## config.mk

```make
export PLATFORM = sky130hd
export DESIGN_NAME = fetch_unit
export DESIGN_NICKNAME = d
export VERILOG_FILES = /design/src/rtl/cpu_pkg.sv /design/src/rtl/fetch_skid_buf.sv /design/src/rtl/fetch_unit.sv
export SDC_FILE = /design/constraint.sdc
export NUM_CORES = 1
export LEC_CHECK = 0
export CORE_MARGIN = 5
export CORE_UTILIZATION = 54
export CTS_BUF_LIST = sky130_fd_sc_hd__clkbuf_8 sky130_fd_sc_hd__clkbuf_16
export DETAILED_ROUTE_END_ITERATION = 7
export PLACE_DENSITY = 0.85
export SETUP_SLACK_MARGIN = 0.4
export SYNTH_ARGS = -nofsm -noshare
export SYNTH_HDL_FRONTEND = slang
export SYNTH_SLANG_ARGS = --single-unit
```

## constraint.sdc

```tcl
create_clock -name clk -period 3.5 [get_ports clk]
set_input_delay 0.525 -clock clk [delete_from_list [all_inputs] [get_ports clk]]
set_output_delay 0.525 -clock clk [all_outputs]
set_load 0.01 [all_outputs]
```

## src/rtl/cpu_pkg.sv

```systemverilog
// Shared CPU front-end definitions: fetch FSM encoding and reset constants.
package cpu_pkg;

  typedef enum logic [1:0] {
    ST_IDLE = 2'd0,
    ST_REQ  = 2'd1,
    ST_WAIT = 2'd2,
    ST_KILL = 2'd3
  } fetch_state_e;

  localparam logic [31:0] RESET_INSTR = 32'h0000_0000;
  localparam logic [31:0] RESET_UPC   = 32'h0000_0000;
  localparam logic [31:0] PC_STEP     = 32'd4;

endpackage

```

## src/rtl/fetch_skid_buf.sv

```systemverilog
// One-entry hold register catching a fetch response that arrives while IF/ID is stalled.
module fetch_skid_buf #(
  parameter int W = 64
) (
  input  logic         clk,
  input  logic         arst_n,
  input  logic         push,
  input  logic         pop,
  input  logic         clr,
  input  logic [W-1:0] din,
  output logic         vld,
  output logic [W-1:0] dout
);

  always_ff @(posedge clk or negedge arst_n) begin
    if (!arst_n) begin
      vld  <= 1'b0;
      dout <= '0;
    end else begin
      if (clr || pop) vld <= 1'b0;
      else if (push)  vld <= 1'b1;
      if (push) dout <= din;
    end
  end

endmodule

```

## src/rtl/fetch_unit.sv

```systemverilog
// Instruction fetch stage: single-outstanding imem requests feeding the IF/ID slot.
// Optional FETCH_PERF_CNT_EN adds saturating fetch/bubble performance counters.
module fetch_unit
  import cpu_pkg::*;
#(
  parameter int               DATA_W   = 32,
  parameter logic [DATA_W-1:0] RESET_PC = '0
) (
  input  logic              clk,
  input  logic              arst_n,
  input  logic              enable,
  input  logic              stall,
  input  logic              redirect_valid,
  input  logic [DATA_W-1:0] redirect_pc,
  output logic              imem_req,
  output logic [DATA_W-1:0] imem_addr,
  input  logic              imem_rvalid,
  input  logic [DATA_W-1:0] imem_rdata,
  output logic              id_valid,
  output logic [DATA_W-1:0] id_instr,
  output logic [DATA_W-1:0] id_updated_pc
`ifdef FETCH_PERF_CNT_EN
  ,
  output logic [31:0]       perf_fetched,
  output logic [31:0]       perf_bubbles
`endif
);

  fetch_state_e state, state_nxt;
  logic [DATA_W-1:0] pc, pc_inc, redir_aligned;
  logic resp_ok, ld_hold, ld_resp, hold_push, hold_pop, hold_vld;
  logic [2*DATA_W-1:0] hold_dout;

  assign pc_inc        = pc + DATA_W'(PC_STEP);
  assign redir_aligned = redirect_pc & ~DATA_W'(3);
  assign imem_addr     = pc;

  // A response counts only in WAIT and only if no redirect is killing it.
  assign resp_ok   = (state == ST_WAIT) && imem_rvalid && !redirect_valid;
  assign ld_hold   = !redirect_valid && !stall && hold_vld;
  assign ld_resp   = resp_ok && !(stall && id_valid) && !ld_hold;
  assign hold_push = resp_ok && stall && id_valid;
  assign hold_pop  = ld_hold;

  always_ff @(posedge clk or negedge arst_n) begin
    if (!arst_n) state <= ST_IDLE;
    else         state <= state_nxt;
  end

  always_comb begin
    state_nxt = state;
    case (state)
      ST_IDLE: if (enable) state_nxt = ST_REQ;
      ST_REQ: begin
        if (!enable)       state_nxt = ST_IDLE;
        else if (imem_req) state_nxt = ST_WAIT;
      end
      ST_WAIT: begin
        if (redirect_valid)   state_nxt = imem_rvalid ? ST_REQ : ST_KILL;
        else if (imem_rvalid) state_nxt = enable ? ST_REQ : ST_IDLE;
      end
      ST_KILL: begin
        // A redirect coinciding with the stale response still retires it, else KILL would never exit.
        if (redirect_valid)   state_nxt = imem_rvalid ? ST_REQ : ST_KILL;
        else if (imem_rvalid) state_nxt = enable ? ST_REQ : ST_IDLE;
      end
      default: state_nxt = ST_IDLE;
    endcase
  end

  always_comb begin
    imem_req = (state == ST_REQ) && enable && !hold_vld && !redirect_valid;
  end

  always_ff @(posedge clk or negedge arst_n) begin
    if (!arst_n) begin
      pc            <= RESET_PC;
      id_valid      <= 1'b0;
      id_instr      <= DATA_W'(RESET_INSTR);
      id_updated_pc <= DATA_W'(RESET_UPC);
    end else if (redirect_valid) begin
      pc       <= redir_aligned;
      id_valid <= 1'b0;
    end else begin
      if (resp_ok) pc <= pc_inc;
      if (ld_hold) begin
        id_valid                  <= 1'b1;
        {id_instr, id_updated_pc} <= hold_dout;
      end else if (ld_resp) begin
        id_valid      <= 1'b1;
        id_instr      <= imem_rdata;
        id_updated_pc <= pc_inc;
      end else if (!stall) begin
        id_valid <= 1'b0;
      end
    end
  end

  fetch_skid_buf #(.W(2*DATA_W)) u_hold (
    .clk    (clk),
    .arst_n (arst_n),
    .push   (hold_push),
    .pop    (hold_pop),
    .clr    (redirect_valid),
    .din    ({imem_rdata, pc_inc}),
    .vld    (hold_vld),
    .dout   (hold_dout)
  );

`ifdef FETCH_PERF_CNT_EN
  always_ff @(posedge clk or negedge arst_n) begin
    if (!arst_n) begin
      perf_fetched <= '0;
      perf_bubbles <= '0;
    end else begin
      if ((ld_hold || ld_resp) && perf_fetched != '1) perf_fetched <= perf_fetched + 32'd1;
      if (!stall && !id_valid && perf_bubbles != '1)  perf_bubbles <= perf_bubbles + 32'd1;
    end
  end
`endif

endmodule

```

-- After elaboration in Yosys (flattened, before gate mapping)
Index checks and enable logic that the tools add are counted.
- latch bits: 0
- register bits: 164
- input port bits: 70
- memories kept: 0
- ROM bits: 0
- output and inout bits: 98
- logic and storage cells: 61
- RAM bits: 0
- magnitude comparators: 0
- multiplexer cells: 20
- eq/ne operators: 7
- reduce and logical (&&, ||, !) cells: 25
- shift operators: 0
- div/mod/pow operators: 0
- bitwise operators: 1
- $add $sub $neg: 1
- multipliers: 0
- operators with widths (kind ; number):
    $mux W32 ; 6
    $add A32 B3 Y32 const B ; 1
    $logic_and A1 B1 Y1 ; 12
    $mux W2 ; 6
    $mux W1 ; 7
    $pmux W2 S3 ; 1
    $reduce_bool A2 Y1 ; 3
    $logic_not A1 Y1 ; 5
    $eq A2 B2 Y1 const B ; 2
    $ne A4 B1 Y1 const B ; 1
    $ne A3 B1 Y1 const B ; 1
    $ne A3 B3 Y1 const B ; 1
    $reduce_and A3 Y1 ; 1
    $eq A2 B1 Y1 const B ; 1
    $logic_not A2 Y1 ; 1
    $ne A2 B2 Y1 const B ; 1
    $reduce_and A2 Y1 ; 1
    $reduce_or A2 Y1 ; 1
    $logic_or A1 B1 Y1 ; 1
    $not A1 Y1 ; 1

-- Logic depth before layout (Yosys ltp)
Gate-level depths: netlist (run 1).
- word-level depth: 8
- gate-level depth with buffers: 8
- depth with buffers taken out: 6

-- By module
Synthesis (run 1) repeated with hierarchy kept, for this count alone.
- cells, all modules: 756
- area, all modules: 7995.2 µm²
- by module, submodules not included (module ; cells each ; instances ; sequential area each (µm²) ; area each (µm²)):
    fetch_unit ; 618 ; 1 ; 2427.3 ; 5382.7
    fetch_skid_buf ; 138 ; 1 ; 1626.6 ; 2612.5

-- Worst setup path before layout (run 1)
No wires, ideal clock.
- kind: flip-flop to flip-flop
- start: register pc[2], in the netlist imem_addr[2]
- end: register id_updated_pc[20]
- data required time: 3.379 ns
- path slack: 1.555 ns
- arrival: 1.824 ns
- period minus slack after synthesis: 1.945 ns
- buffers on the path: 0
- library setup time: 0.121 ns
- cell stages (with the launch flop): 7
- cells stage by stage: dfrtp_1 > ha_1 > nand4_1 > nor3_1 > a21o_1 > nand3_1 > a22o_1
- word-level cells in the longest chain between the ends: 3
- RTL lines (element ; line ; RTL):
    from (decl) ; fetch_unit.sv:30 ; logic [DATA_W-1:0] pc, pc_inc, redir_aligned;
    from (signal assigned) ; fetch_unit.sv:82 ; pc <= redir_aligned;
    from (signal assigned) ; fetch_unit.sv:85 ; if (resp_ok) pc <= pc_inc;
    $add A32 B3 Y32 ; fetch_unit.sv:34 ; assign pc_inc = pc + DATA_W'(PC_STEP);
    $mux W32 ; fetch_unit.sv:89 ; end else if (ld_resp) begin
    $mux W32 ; fetch_unit.sv:86 ; if (ld_hold) begin
    to (signal assigned) ; fetch_unit.sv:80 ; id_updated_pc <= DATA_W'(RESET_UPC);
    to (signal assigned) ; fetch_unit.sv:88 ; {id_instr, id_updated_pc} <= hold_dout;
    to (signal assigned) ; fetch_unit.sv:92 ; id_updated_pc <= pc_inc;
    to (decl) ; fetch_unit.sv:21 ; output logic [DATA_W-1:0] id_updated_pc
Every way passes these cells. The select of a mux whose other input is x is not followed.
A chain may end at the register's enable or synchronous reset.

-- Worst setup path in the final report (run 1)
- start: input redirect_valid
- end: output imem_req
- word-level cells in the longest chain between the ends: 2
- RTL lines (element ; line ; RTL):
    from (decl) ; fetch_unit.sv:13 ; input logic redirect_valid,
    $logic_not A1 Y1 ; fetch_unit.sv:72 ; imem_req = (state == ST_REQ) && enable && !hold_vld && !redirect_valid;
    $logic_and A1 B1 Y1 ; fetch_unit.sv:72 ;
    to (decl) ; fetch_unit.sv:15 ; output logic imem_req,
Every way passes these cells.

==> results of run 1 <==
## power by group
part / total, uW / internal (uW) / switching (uW)
Sequential: 2440 / 2180 / 256
Combinational: 1540 / 889 / 654
Clock: 1700 / 979 / 720
Total: 5680 / 4050 / 1630
## how the worst max path moves through the flow
| stage | slack (ps) | from | cells after the start | endpoint |
|---|---|---|---|---|
| 4_1_cts | 870 | redirect_valid | 5 | imem_req |
| 5_1_grt | 700 | redirect_valid | 5 | imem_req |
| 2_1_floorplan | 1560 | imem_addr[2]$_DFFE_PN0N_ | 6 | id_updated_pc[20]$_DFFE_PN0P_ |
| 3_3_place_gp | 920 | imem_rvalid | 7 | id_updated_pc[19]$_DFFE_PN0P_ |
| 6_report | 870 | redirect_valid | 5 | imem_req |
| 3_5_place_dp | 850 | imem_rvalid | 5 | u_hold.dout[4]$_DFFE_PN0P_ |
## registers in the layout, indices dropped and copies added (netlist names)
| name | flops |
|---|---|
| u_hold.dout | 62 |
| id_instr | 32 |
| id_updated_pc | 30 |
| imem_addr | 30 |
| state | 2 |
| id_valid | 1 |
| u_hold.vld | 1 |
## synthesized netlist by cell type, drive strengths merged (2+ instances only)
cell type  number
mux2i           2
inv             7
or2             4
nor3b           2
o21ai          75
and2            4
o22ai           9
nand2         246
nand2b          3
nor4            9
a21oi          27
a21o            8
dfrtp         158
nand3b          2
nand4          17
nor3           11
nand3          29
xor2           31
or3             2
xnor2          22
buf            14
nor2           69
and3           10
clkbuf         46
a31oi          37
## cell usage in the layout, fill, tap and decap left out, drive strengths merged, types with 2 or more instances in the layout
cell type	instances
nand2	246
clkdlybuf4s50	159
dfrtp	158
o21ai	75
nor2	69
a31oi	37
xor2	31
nand3	29
a21oi	27
xnor2	22
clkbuf	18
nand4	17
buf	16
nor3	11
and3	10
o22ai	9
nor4	9
inv	8
a21o	8
clkinv	6
clkinvlp	5
conb	4
or2	4
and2	4
nand2b	3
nor3b	2
nand3b	2
mux2i	2
or3	2
## final cells by class
type / instances / area (um2)
Clock buffer: 18 / 439
Clock inverter: 13 / 101
Fill cell: 1024 / 3630
Inverter: 7 / 26.3
Multi-Input combinational cell: 633 / 3230
Sequential cell: 158 / 3950
Tap cell: 176 / 220
Timing Repair Buffer: 175 / 1750
## logic make-up after synthesis
family / Yosys count / share of synthesized area (%)
fa+ha+maj: 1 / 0.168
flops: 158 / 53.2
mux: 2 / 0.269
other cells: 1 / 0.0504
buf+inv: 67 / 3.75
compound gates: 161 / 12.1
simple gates: 412 / 24.3
xor+xnor: 53 / 6.24
## per-layer routing
layer	part of all wire (%)	vias to the layer above
met1	44	3108
li1	-	3135
met5	0	-
met2	46	263
met3	8.1	22
met4	1.2	0
## per-stage QoR
stage,total power [uW],hold slack (ps)
floorplan,3040,229
global placement,3980,456
detailed placement,4020,462
CTS,5730,88.3
global route,5970,115
finish,5680,69.3
==> results.md, run 1 <==
Critical path:
- The kind of cell adding the most delay to the critical path is buffers and inverters.
- The critical path is of the primary input to output port type.
- Counting both buffers and inverters, the worst setup path holds a total of 2.
- The kind of end point of the critical path is an output port.
- Data arrives at the worst endpoint at 2110 ps.
- Of all nets on the critical path, the largest fanout is 67.
- STA classifies the critical path startpoint as a primary input.
- The required time of the worst setup path is 2970 ps.
- The end of the worst register-to-register path is imem_addr[20]$_DFFE_PN0N_.
- The setup slack of the worst register-to-register path is 1080 ps.
- In this design, the stage delay of the slowest critical-path cell is 740 ps.
- The critical path goes through buf_2 > nor2_1 > nand2_1 > nor3_1 > clkdlybuf4s50_1.
- The number of cell instances on the worst register-to-register path is 6.
- The worst reg2reg path startpoint is imem_addr[2]$_DFFE_PN0N_.
- For this design, the slowest cell found on the critical path is sky130_fd_sc_hd__buf_2.

Clock tree:
- The hold buffer count at cts is 0.
- The clock network latency to the later pin of the worst-skew pair is 430 ps.
- Clock-pin slew was measured on the worst setup and hold paths at 60 ps.
- Once the clock tree was built, the resizer swapped 0 gates to a different size.
- In this run the clock root is driven by a sky130_fd_sc_hd__clkbuf_16.
- TritonCTS built the clock tree.
- The number of buffers inserted to repair setup after CTS is 0.
- The number of buffers between clock root and the deepest sink is 2.
- For this design, the sink count on the clock tree is 158.
- The deepest level of the CTS H-tree is 4.
- Clock tree synthesis inserted a total of 17 buffers.

Hold path:
- The worst min-delay path class is primary input to async pin.

Routing:
- The DRC marker count from the first detailed-route iteration is 571.
- The length of the first detailed-routing pass in iterations is 4.
- The count of vias placed by the detailed router is 6,528.
- The remaining antenna violation count is 0.
- The routed wire length is 19,500 um.
- The number of vias per cell after detailed routing is 5.53.
- Dividing the detail-routed wire length by the instance count gives 16.6 um.
- The count of unresolved DRC violations after routing is 0.

Finish:
- The number of antenna diodes in the final layout is 0.
- The fraction of layout instances using a drive strength above 1 is 6.08%.
- Relative to the synthesized area, the layout overhead comes to 30.7%.
- The total non-filler cell area in the finished layout is 9720 um2.
- The total number of nets in the final design is 1,063.
- The number of standard cells in the final layout excluding fillers is 1,180.
- Once layout is complete, the utilization of the core stands at 72.8%.

STA:
- In the finished design, the share of the clock period the worst path needs comes to 75.1%.
- Setup violations remaining at the end of the flow were counted as 0.
- The slew at the pin with the worst max-slew slack is 989 ps.
- Counting I/O delays and the setup requirement, the final critical path takes 2630 ps.
- Setup repair after global routing left no endpoint under its margin.
- Measured against its own limit, the worst slew margin works out to 34.0%.
- Setup total negative slack on the finished layout was measured at 0 ps.
- Clock skew on the completed layout was measured at 7.94 ps.
- The final max-slew violation count is 0.
- Setup slack on the critical path of the routed design comes to 870 ps.
- The maximum frequency from static timing analysis is 380 MHz.
- The number of endpoints with negative hold slack in the final report is 0.

Global route:
- After global routing the overflow that remains totals 0.
- Global routing consumed, on the met2 layer, 38.5% of the routing resources.
- The global-route total usage across every layer is 24.8%.
- The routing usage on met3 is 5.55%.
- The number of antenna violations at the first check in global routing is 0.
- Global routing consumed, on the met1 layer, 34.8% of the routing resources.
- The first global-routing pass estimated 32,300 um of wire.
- The number of global-route vias before repair was 6,424.
- The largest net degree at the start of global routing is 91.
- After global routing, the most crowded layer is met2.

Floorplanning:
- The effective utilization at floorplan is 55.7%.
- The die is 127 um wide.
- The row count is 42.
- For this design the top-level I/O count stands at 168.
- The placeable core region is 13,300 um2.
- Measured along the y axis, the die boundary spans 127 um.
- The area of the die is 16,200 um2.

Logic synthesis:
- Synthesis handed over a netlist of 855 instances.
- The count of cell types in the netlist is 45.
- Counting flops with a built-in enable in the synthesized netlist gives 0.
- The flip-flop and latch count after synthesis is 158.
- Of all flip-flops after synthesis, the portion carrying an async set or reset was 100%.
- The leading register cell type out of synthesis is sky130_fd_sc_hd__dfrtp_1.
- The average cell area after synthesis is 8.70 um2.
- Yosys attributes the largest share of cell area to sky130_fd_sc_hd__dfrtp_1 (53%), sky130_fd_sc_hd__nand2_1 (12%), sky130_fd_sc_hd__o21ai_0 (4.9%), sky130_fd_sc_hd__xor2_1 (3.7%), sky130_fd_sc_hd__nor2_1 (3.5%).
- Of the synthesized area, sequential elements account for 53.2%.
- Of all cell types, the one taking the most synthesized area is sky130_fd_sc_hd__dfrtp_1.
- For this run, the number of Yosys warnings is 0.
- The area fraction of the dominant cell type after synthesis is 53.2%.
- After synthesis the cells add up to 7430 um2.

Placed design:
- The placed cell area is 9180 um2.
- Detailed placement ended at an HPWL of 13,200 um.
- The count of input and output buffers is 161.
- In this run, placement finished with an instance count of 1,149.
- Routability-driven placement finished with a final weighted congestion of 0.912.
- The post-placement setup slack is 847 ps.

Power:
- Dividing total power by cell area gives a power density of 584 nW/um2.
- The peak supply drop is 337 uV.
- For this design the static power due to leakage is 0.00436 uW.

Run status:
- The flow ran to the end, and the final reports show no timing, DRC or antenna violations.

Flow run:
- The tool flagged a number of max-cap violations equal to 0.
Note: power is estimated with default switching activity, not from simulation.
==> run 2: changes to the inputs <==
--- a/config.mk
+++ b/config.mk
@@ -6,10 +6,10 @@
 export NUM_CORES = 1
 export LEC_CHECK = 0
 export CORE_MARGIN = 5
-export CORE_UTILIZATION = 54
+export CORE_UTILIZATION = 51
 export CTS_BUF_LIST = sky130_fd_sc_hd__clkbuf_8 sky130_fd_sc_hd__clkbuf_16
 export DETAILED_ROUTE_END_ITERATION = 7
-export PLACE_DENSITY = 0.85
+export PLACE_DENSITY = 0.81
 export SETUP_SLACK_MARGIN = 0.4
 export SYNTH_ARGS = -nofsm -noshare
 export SYNTH_HDL_FRONTEND = slang
==> constraint.sdc (replaced) <==
create_clock -name clk -period 2.6 [get_ports clk]
set_input_delay 0.39 -clock clk [delete_from_list [all_inputs] [get_ports clk]]
set_output_delay 0.39 -clock clk [all_outputs]
set_load 0.01 [all_outputs]
==> results.md, run 2 (synthesized netlist as in run 1, its figures left out) <==
Critical path:
- STA puts the critical path data arrival time at 1650 ps.
- In this run the worst path has a maximum fanout of 7.
- STA classifies the critical path startpoint as a flop.
- The required time of the worst setup path is 2210 ps.
- The category of the most critical setup path is flop to output port.
- The worst setup path is captured at an output port.

Floorplanning:
- The die height is 131 um.
- In this run the core area contains 44 standard-cell rows.
- The die is 131 um wide.
- The placeable core region is 14,400 um2.
- The number of top-level pins is 168.
- The initial utilization of the core area, before any placement, comes to 51.5%.
- The die covers 17,100 um2.

Routing:
- The remaining antenna violation count is 0.
- The first routing iteration left 452 violations.
- The count of vias placed by the detailed router is 6,505.
- Summed over all layers, the routed wires come to 19,600 um.
- The first TritonRoute pass finished after 6 iterations.
- In the final routed layout, each cell accounts on average for 16.3 um.
- For this run, design rule violations remaining after detail routing come to 0.
- After detailed routing, the number of vias per cell comes to 5.40.

STA:
- For the final routed database, the setup TNS stands at 0 ps.
- The final critical-path share of the clock period is 78.5%.
- The final period demand of the worst path is 2040 ps.
- The number of endpoints with negative hold slack in the final report came to 0.
- Setup repair after global routing left no endpoint under its margin.
- The headroom to the max-slew limit is 60.6%.
- The final setup violation count is 0.
- The maximum frequency from static timing analysis is 490 MHz.
- The slew at the pin with the worst max-slew slack is 591 ps.
- The final max-slew violation count came to 0.
- The worst-case clock skew is 8.99 ps.

Placed design:
- The count of input and output buffers is 161.
- The number of placed cells counting well taps is 1,170.
- The HPWL after detailed placement is 13,300 um.
- The placed cell area is 9320 um2.
- The final weighted congestion in routability-driven placement is 0.899.

Power:
- The peak supply drop is 488 uV.
- The power density relative to cell area is 795 nW/um2.
- The power dissipated by switching net loads is 2220 uW.
- For this design the static power due to leakage is 0.00449 uW.
- The net switching share of the total power is 28.0%.
- Internal power comes to 5730 uW.
- The clock power share is 32.2%.
- The proportion of power drawn by combinational gates is 26.5%.
- Power comes to 7950 uW.
- Sequential cells burn 41.3% of the power.

Clock tree:
- For this design, the sink count on the clock tree is 158.
- The cell sitting at the root of the clock tree is a sky130_fd_sc_hd__clkbuf_16.
- The clock transition time at the flip-flop clock pins of the worst setup and hold paths is 60 ps.
- The number of clock buffers inserted by TritonCTS is 17.
- TritonCTS built the clock tree.
- The clock reaches the later pin of the worst-skew pair after 430 ps.
- The deepest level of the CTS H-tree is 4.
- The number of buffers between clock root and the deepest sink is 2.

Finish:
- The number of standard cells in the final layout excluding fillers is 1,205.
- Relative to the synthesized area, the layout overhead comes to 34.4%.
- In the final layout, the registers with the most flip-flops are u_hold.dout (62), id_instr (32).
- The total number of nets in the final design is 1,080.
- Leaving out fill and tap cells, the most frequent cell in the layout is sky130_fd_sc_hd__nand2_1.
- The fraction of layout instances using a drive strength above 1 is 8.03%.
- The top cell types in the final layout, fill and taps aside, are sky130_fd_sc_hd__nand2_1 (245), sky130_fd_sc_hd__clkdlybuf4s50_1 (158), sky130_fd_sc_hd__dfrtp_1 (157).
- The register containing the most flip-flops in the final layout is u_hold.dout.
- With fillers left out, the area of the finished cells amounts to 9990 um2.
- The repair_antennas step left the layout with diodes totalling 0.
- The number of flip-flops under the largest register name is 62.
- The layout has 1,142 filler cells.

Global route:
- The first global-routing pass estimated 31,700 um of wire.
- The overflow left after global routing is 0.
- The number of antenna violations at the first check in global routing is 0.
- Entering global routing, the biggest net connects 90 pins.
- The global-route total usage across every layer is 23.8%.
- The number of global-route vias before repair is 6,223.

Hold path:
- The worst min-delay path class is primary input to flop.

Run status:
- The run finished with clean final reports.

Flow run:
- Across the run, the number of max-cap violations was 0.
[run 2: cell count changes in the layout (fill, tap and decap cells not counted), sizes merged]
cell           change
buf               +16
clkinvlp           -3
bufinv             +2
clkbuf             +2
clkdlybuf4s50      -1
clkinv             -1
dlygate4sd2        +1
dlygate4sd3        +1
[run 2: worst paths after layout]
check	start	end	slack, ps	cells past startpoint
max in group asynchronous	arst_n	imem_addr[12]$_DFFE_PN0N_	1380	3
hold reg to reg	u_hold.dout[50]$_DFFE_PN0P_	u_hold.dout[50]$_DFFE_PN0P_	480	2
hold / removal	redirect_valid	id_valid$_DFFE_PN0P_	230	2
setup reg to reg	imem_addr[2]$_DFFE_PN0N_	imem_addr[13]$_DFFE_PN0N_	560	6
setup / recovery	imem_addr[10]$_DFFE_PN0N_	imem_addr[10]	560	2
min in group asynchronous	arst_n	imem_addr[3]$_DFFE_PN0N_	490	2
[run 2: what timing repair did]
item | CTS | global route
pin swaps | 1 | 1
buffers inserted | 3 | 0
resized for setup | 1 | 7
endpoints found under the setup margin | 9 | 11
hold buffers | 1 | 0
cloned | 0 | 0
endpoints found under the hold margin | 56 | 0
[run 2: layout make-up]
cell class	count	area, um2	area share [%]
flip-flops and latches	158	3960	39.6
multi-input cells	633	3250	32.6
repair buffers	192	1920	19.2
clock buffers	20	467	4.67
well taps	184	230	2.30
clock inverters	11	141	1.41
inverters	7	26.3	0.263
[run 2: stage by stage]
step | utilization (%) | hold WS, ps | worst slack [ps]
floorplan | - | 94.4 | 655
global placement | 64.6 | 399 | 227
detailed placement | 64.6 | 403 | 186
CTS | 69.1 | 214 | 524
global route | 69.3 | 225 | 424
finish | 69.3 | 227 | 559
[run 2: layer usage]
| layer | global-route usage, % | routed length [um] | vias up |
|---|---|---|---|
| li1 | - | - | 3173 |
| met1 | 33.4 | 8880 | 3088 |
| met2 | 35.8 | 8920 | 217 |
| met3 | 6.34 | 1480 | 27 |
| met4 | 8.77 | 327 | 0 |
| met5 | 0 | 0 | - |
[run 2: worst max-delay path, stage by stage, from the launching register on]
cell                              delay, ps
sky130_fd_sc_hd__dfrtp_1                470
sky130_fd_sc_hd__buf_4                  190
sky130_fd_sc_hd__clkdlybuf4s50_1        550
[run 2: power groups by stage]
stage | sequential, uW | clock (uW) | combinational (uW)
3_3_place_gp | 3300 | 0 | 2070
4_1_cts | 3280 | 2590 | 2130
2_1_floorplan | 3460 | 0 | 628
3_5_place_dp | 3310 | 0 | 2110
6_report | 3280 | 2560 | 2110
5_1_grt | 3340 | 2690 | 2300
==> run 3: changes to the inputs <==
==> constraint.sdc (replaced) <==
create_clock -name clk -period 2.1 [get_ports clk]
set_input_delay 0.315 -clock clk [delete_from_list [all_inputs] [get_ports clk]]
set_output_delay 0.315 -clock clk [all_outputs]
set_load 0.01 [all_outputs]
==> results.md, run 3 (synthesized netlist as in run 1, its figures left out) <==
Routing:
- For this block, the routed nets add up to 23,300 um of wire.
- The length of the first detailed-routing pass in iterations is 5.
- In the final routed layout, each cell accounts on average for 18.4 um.
- Using the TritonRoute via totals, the vias-per-cell ratio works out to 5.68.
- The uppermost layer routed is met4.
- The remaining antenna violation count is 0.
- The first routing iteration left 520 violations.
- For this block, wires on met1 add up to 9520 um.
- Summed over all nets, wire length on met2 after detailed routing comes to 11,100 um.
- The count of unresolved DRC violations after routing is 0.
- The wire length on met3 is 2010 um.
- The count of vias placed by the detailed router is 7,208.

Finish:
- Leaving out fill and tap cells, the most frequent cells in the layout are sky130_fd_sc_hd__nand2_1 (242), sky130_fd_sc_hd__dfrtp_1 (137), sky130_fd_sc_hd__clkdlybuf4s50_1 (120).
- After the last flow step, the layout net total stands at 1,144.
- The synthesis-to-finish area growth is 49.3%.
- The multi-input gate area in the final layout is 3730 um2.
- The register containing the most flip-flops in the final layout is u_hold.dout.
- In the final layout, flip-flops and latches occupy 3980 um2.
- After the flow finishes, the layout carries non-filler instances totaling 1,270.
- Counting the fill cells in the layout gives 981.
- In the final layout, the share of cells above drive strength 1 is 20.6%.
- The register with the most flip-flops in the layout has 62 of them.
- The diode insertion count for antenna repair is 0.
- The largest registers in the layout are u_hold.dout (62), id_instr (32).
- The utilization after layout is 77.0%.
- Leaving out fill and tap cells, the most frequent cell in the layout is sky130_fd_sc_hd__nand2_1.

Clock tree:
- The clock transition time at the flip-flop clock pins of the worst setup and hold paths is 60 ps.
- The H-tree generated during clock tree synthesis spans 4 levels.
- The TritonCTS clock tree is yes.
- Counting along the longest clock path gives a buffer depth of 2.
- The clock reaches the later pin of the worst-skew pair after 430 ps.
- The root buffer cell is sky130_fd_sc_hd__clkbuf_16.
- The number of clock sinks is 158.
- Counting the buffers created by CTS gives 17.

STA:
- For the final database, setup skew stands at 6.55 ps.
- The worst path in the final design needs a cycle of 1920 ps, including I/O delays and setup.
- The final critical-path share of the clock period is 91.6%.
- The number of endpoints with negative hold slack in the final report is 0.
- Setup repair after global routing could not meet its margin everywhere.
- The final setup violation count is 0.
- The worst pin sits at a relative slew slack of 61.7%.
- For the pin with the worst max-slew slack, the measured transition is 570 ps.
- The worst-case setup margin in the final layout is 176 ps.
- The final max-slew violation count is 0.
- Timing would allow up to 520 MHz.

Placed design:
- The count of input and output buffers is 161.
- Timing analysis after detailed placement gives a worst setup slack of -137 ps.
- The final weighted congestion in routability-driven placement is 0.935.
- The number of placed cells counting well taps is 1,192.
- The detailed placer's ending HPWL is 13,900 um.

Global route:
- The global-route total usage across every layer is 25.2%.
- The number of antenna violations at the first check in global routing came to 0.
- The first global-routing pass estimated 34,100 um of wire.
- The number of global-route vias before repair was 6,765.
- Entering global routing, the biggest net connects 61 pins.
- The overflow left after global routing is 0.

Critical path:
- The top fanout value on the critical path is 6.
- STA classifies the critical path startpoint as a flop.
- The category of the most critical setup path is flop to flop.
- The endpoint arrival time on the critical path is 2230 ps.
- The worst setup path is captured at a flop.
- For the worst setup path, the data required time is 2410 ps.

Floorplanning:
- Measured along the y axis, the die boundary spans 131 um.
- Once the floorplan was initialized, standard cells occupied 51.5% of the core.
- The number of top-level pins is 168.
- The placeable core region is 14,400 um2.
- The initialized floorplan defines 44 standard-cell rows.
- The area of the die is 17,100 um2.
- The die is 131 um wide.

Power:
- The peak supply drop is 589 uV.
- The power density relative to cell area is 899 nW/um2.
- The leakage power is 0.00518 uW.

Hold path:
- The worst min-delay path class is primary input to flop.

Run status:
- The flow ran to the end, and the final reports show no timing, DRC or antenna violations.

Flow run:
- The tool flagged a number of max-cap violations equal to 0.
==> run 3: area by class of cell <==
class	count	area share, %
flip-flops and latches	158	35.8
clock inverters	11	1.04
well taps	184	2.07
inverters	7	0.237
repair buffers	255	22.9
multi-input cells	634	33.6
clock buffers	21	4.33
==> run 3: critical path, stage by stage (launching register included) <==
cell                      delay (ps)
sky130_fd_sc_hd__dfrtp_2         430
sky130_fd_sc_hd__nand3_1         200
sky130_fd_sc_hd__nor3_1          540
sky130_fd_sc_hd__nand4_1         270
sky130_fd_sc_hd__xor2_2          250
sky130_fd_sc_hd__o22ai_1         110
==> run 3: path summary, 6_finish.rpt <==
check	slack (ps)	cells past startpoint	start	to
min	220	2	redirect_valid	id_valid$_DFFE_PN0P_
max in group asynchronous	1100	3	arst_n	u_hold.dout[60]$_DFFE_PN0P_
min reg2reg	480	2	u_hold.dout[42]$_DFFE_PN0P_	u_hold.dout[42]$_DFFE_PN0P_
min in group asynchronous	400	2	arst_n	imem_addr[6]$_DFFE_PN0N_
max reg2reg	180	5	imem_addr[24]$_DFFE_PN0N_	id_updated_pc[30]$_DFFE_PN0P_
max	180	5	imem_addr[24]$_DFFE_PN0N_	id_updated_pc[30]$_DFFE_PN0P_
==> run 3: what timing repair did <==
action,CTS,global route
pin swaps,15,37
hold buffers,1,0
hold endpoints to repair,44,0
buffers inserted,30,10
gates cloned,0,5
endpoints found under the setup margin,133,132
gates resized for setup,79,100
==> run 3: through the flow <==
stage / total power (uW) / hold WS, ps / TNS, ps / cell area (um2)
final: 9980 / 219 / 0 / 11100
after global routing: 10400 / 243 / 0 / 11100
after floorplan: 5090 / 19.4 / 0 / 7520
after detailed placement: 6760 / 294 / -3860 / 9590
after global placement: 6700 / 287 / -2880 / 9590
after CTS: 9910 / 194 / 0 / 10600
==> run 3: power by group <==
| group | internal, uW | switching (uW) |
|---|---|---|
| logic | 1580 | 1250 |
| registers | 3640 | 423 |
| clock network | 1860 | 1230 |
| total | 7090 | 2900 |
==> run 3: routing by layer <==
metal  up-vias  global-route usage [%]
li1       3303                       -
met1      3460                    35.2
met2       379                    40.4
met3        66                    4.96
met4         0                    7.26
met5         -                       0
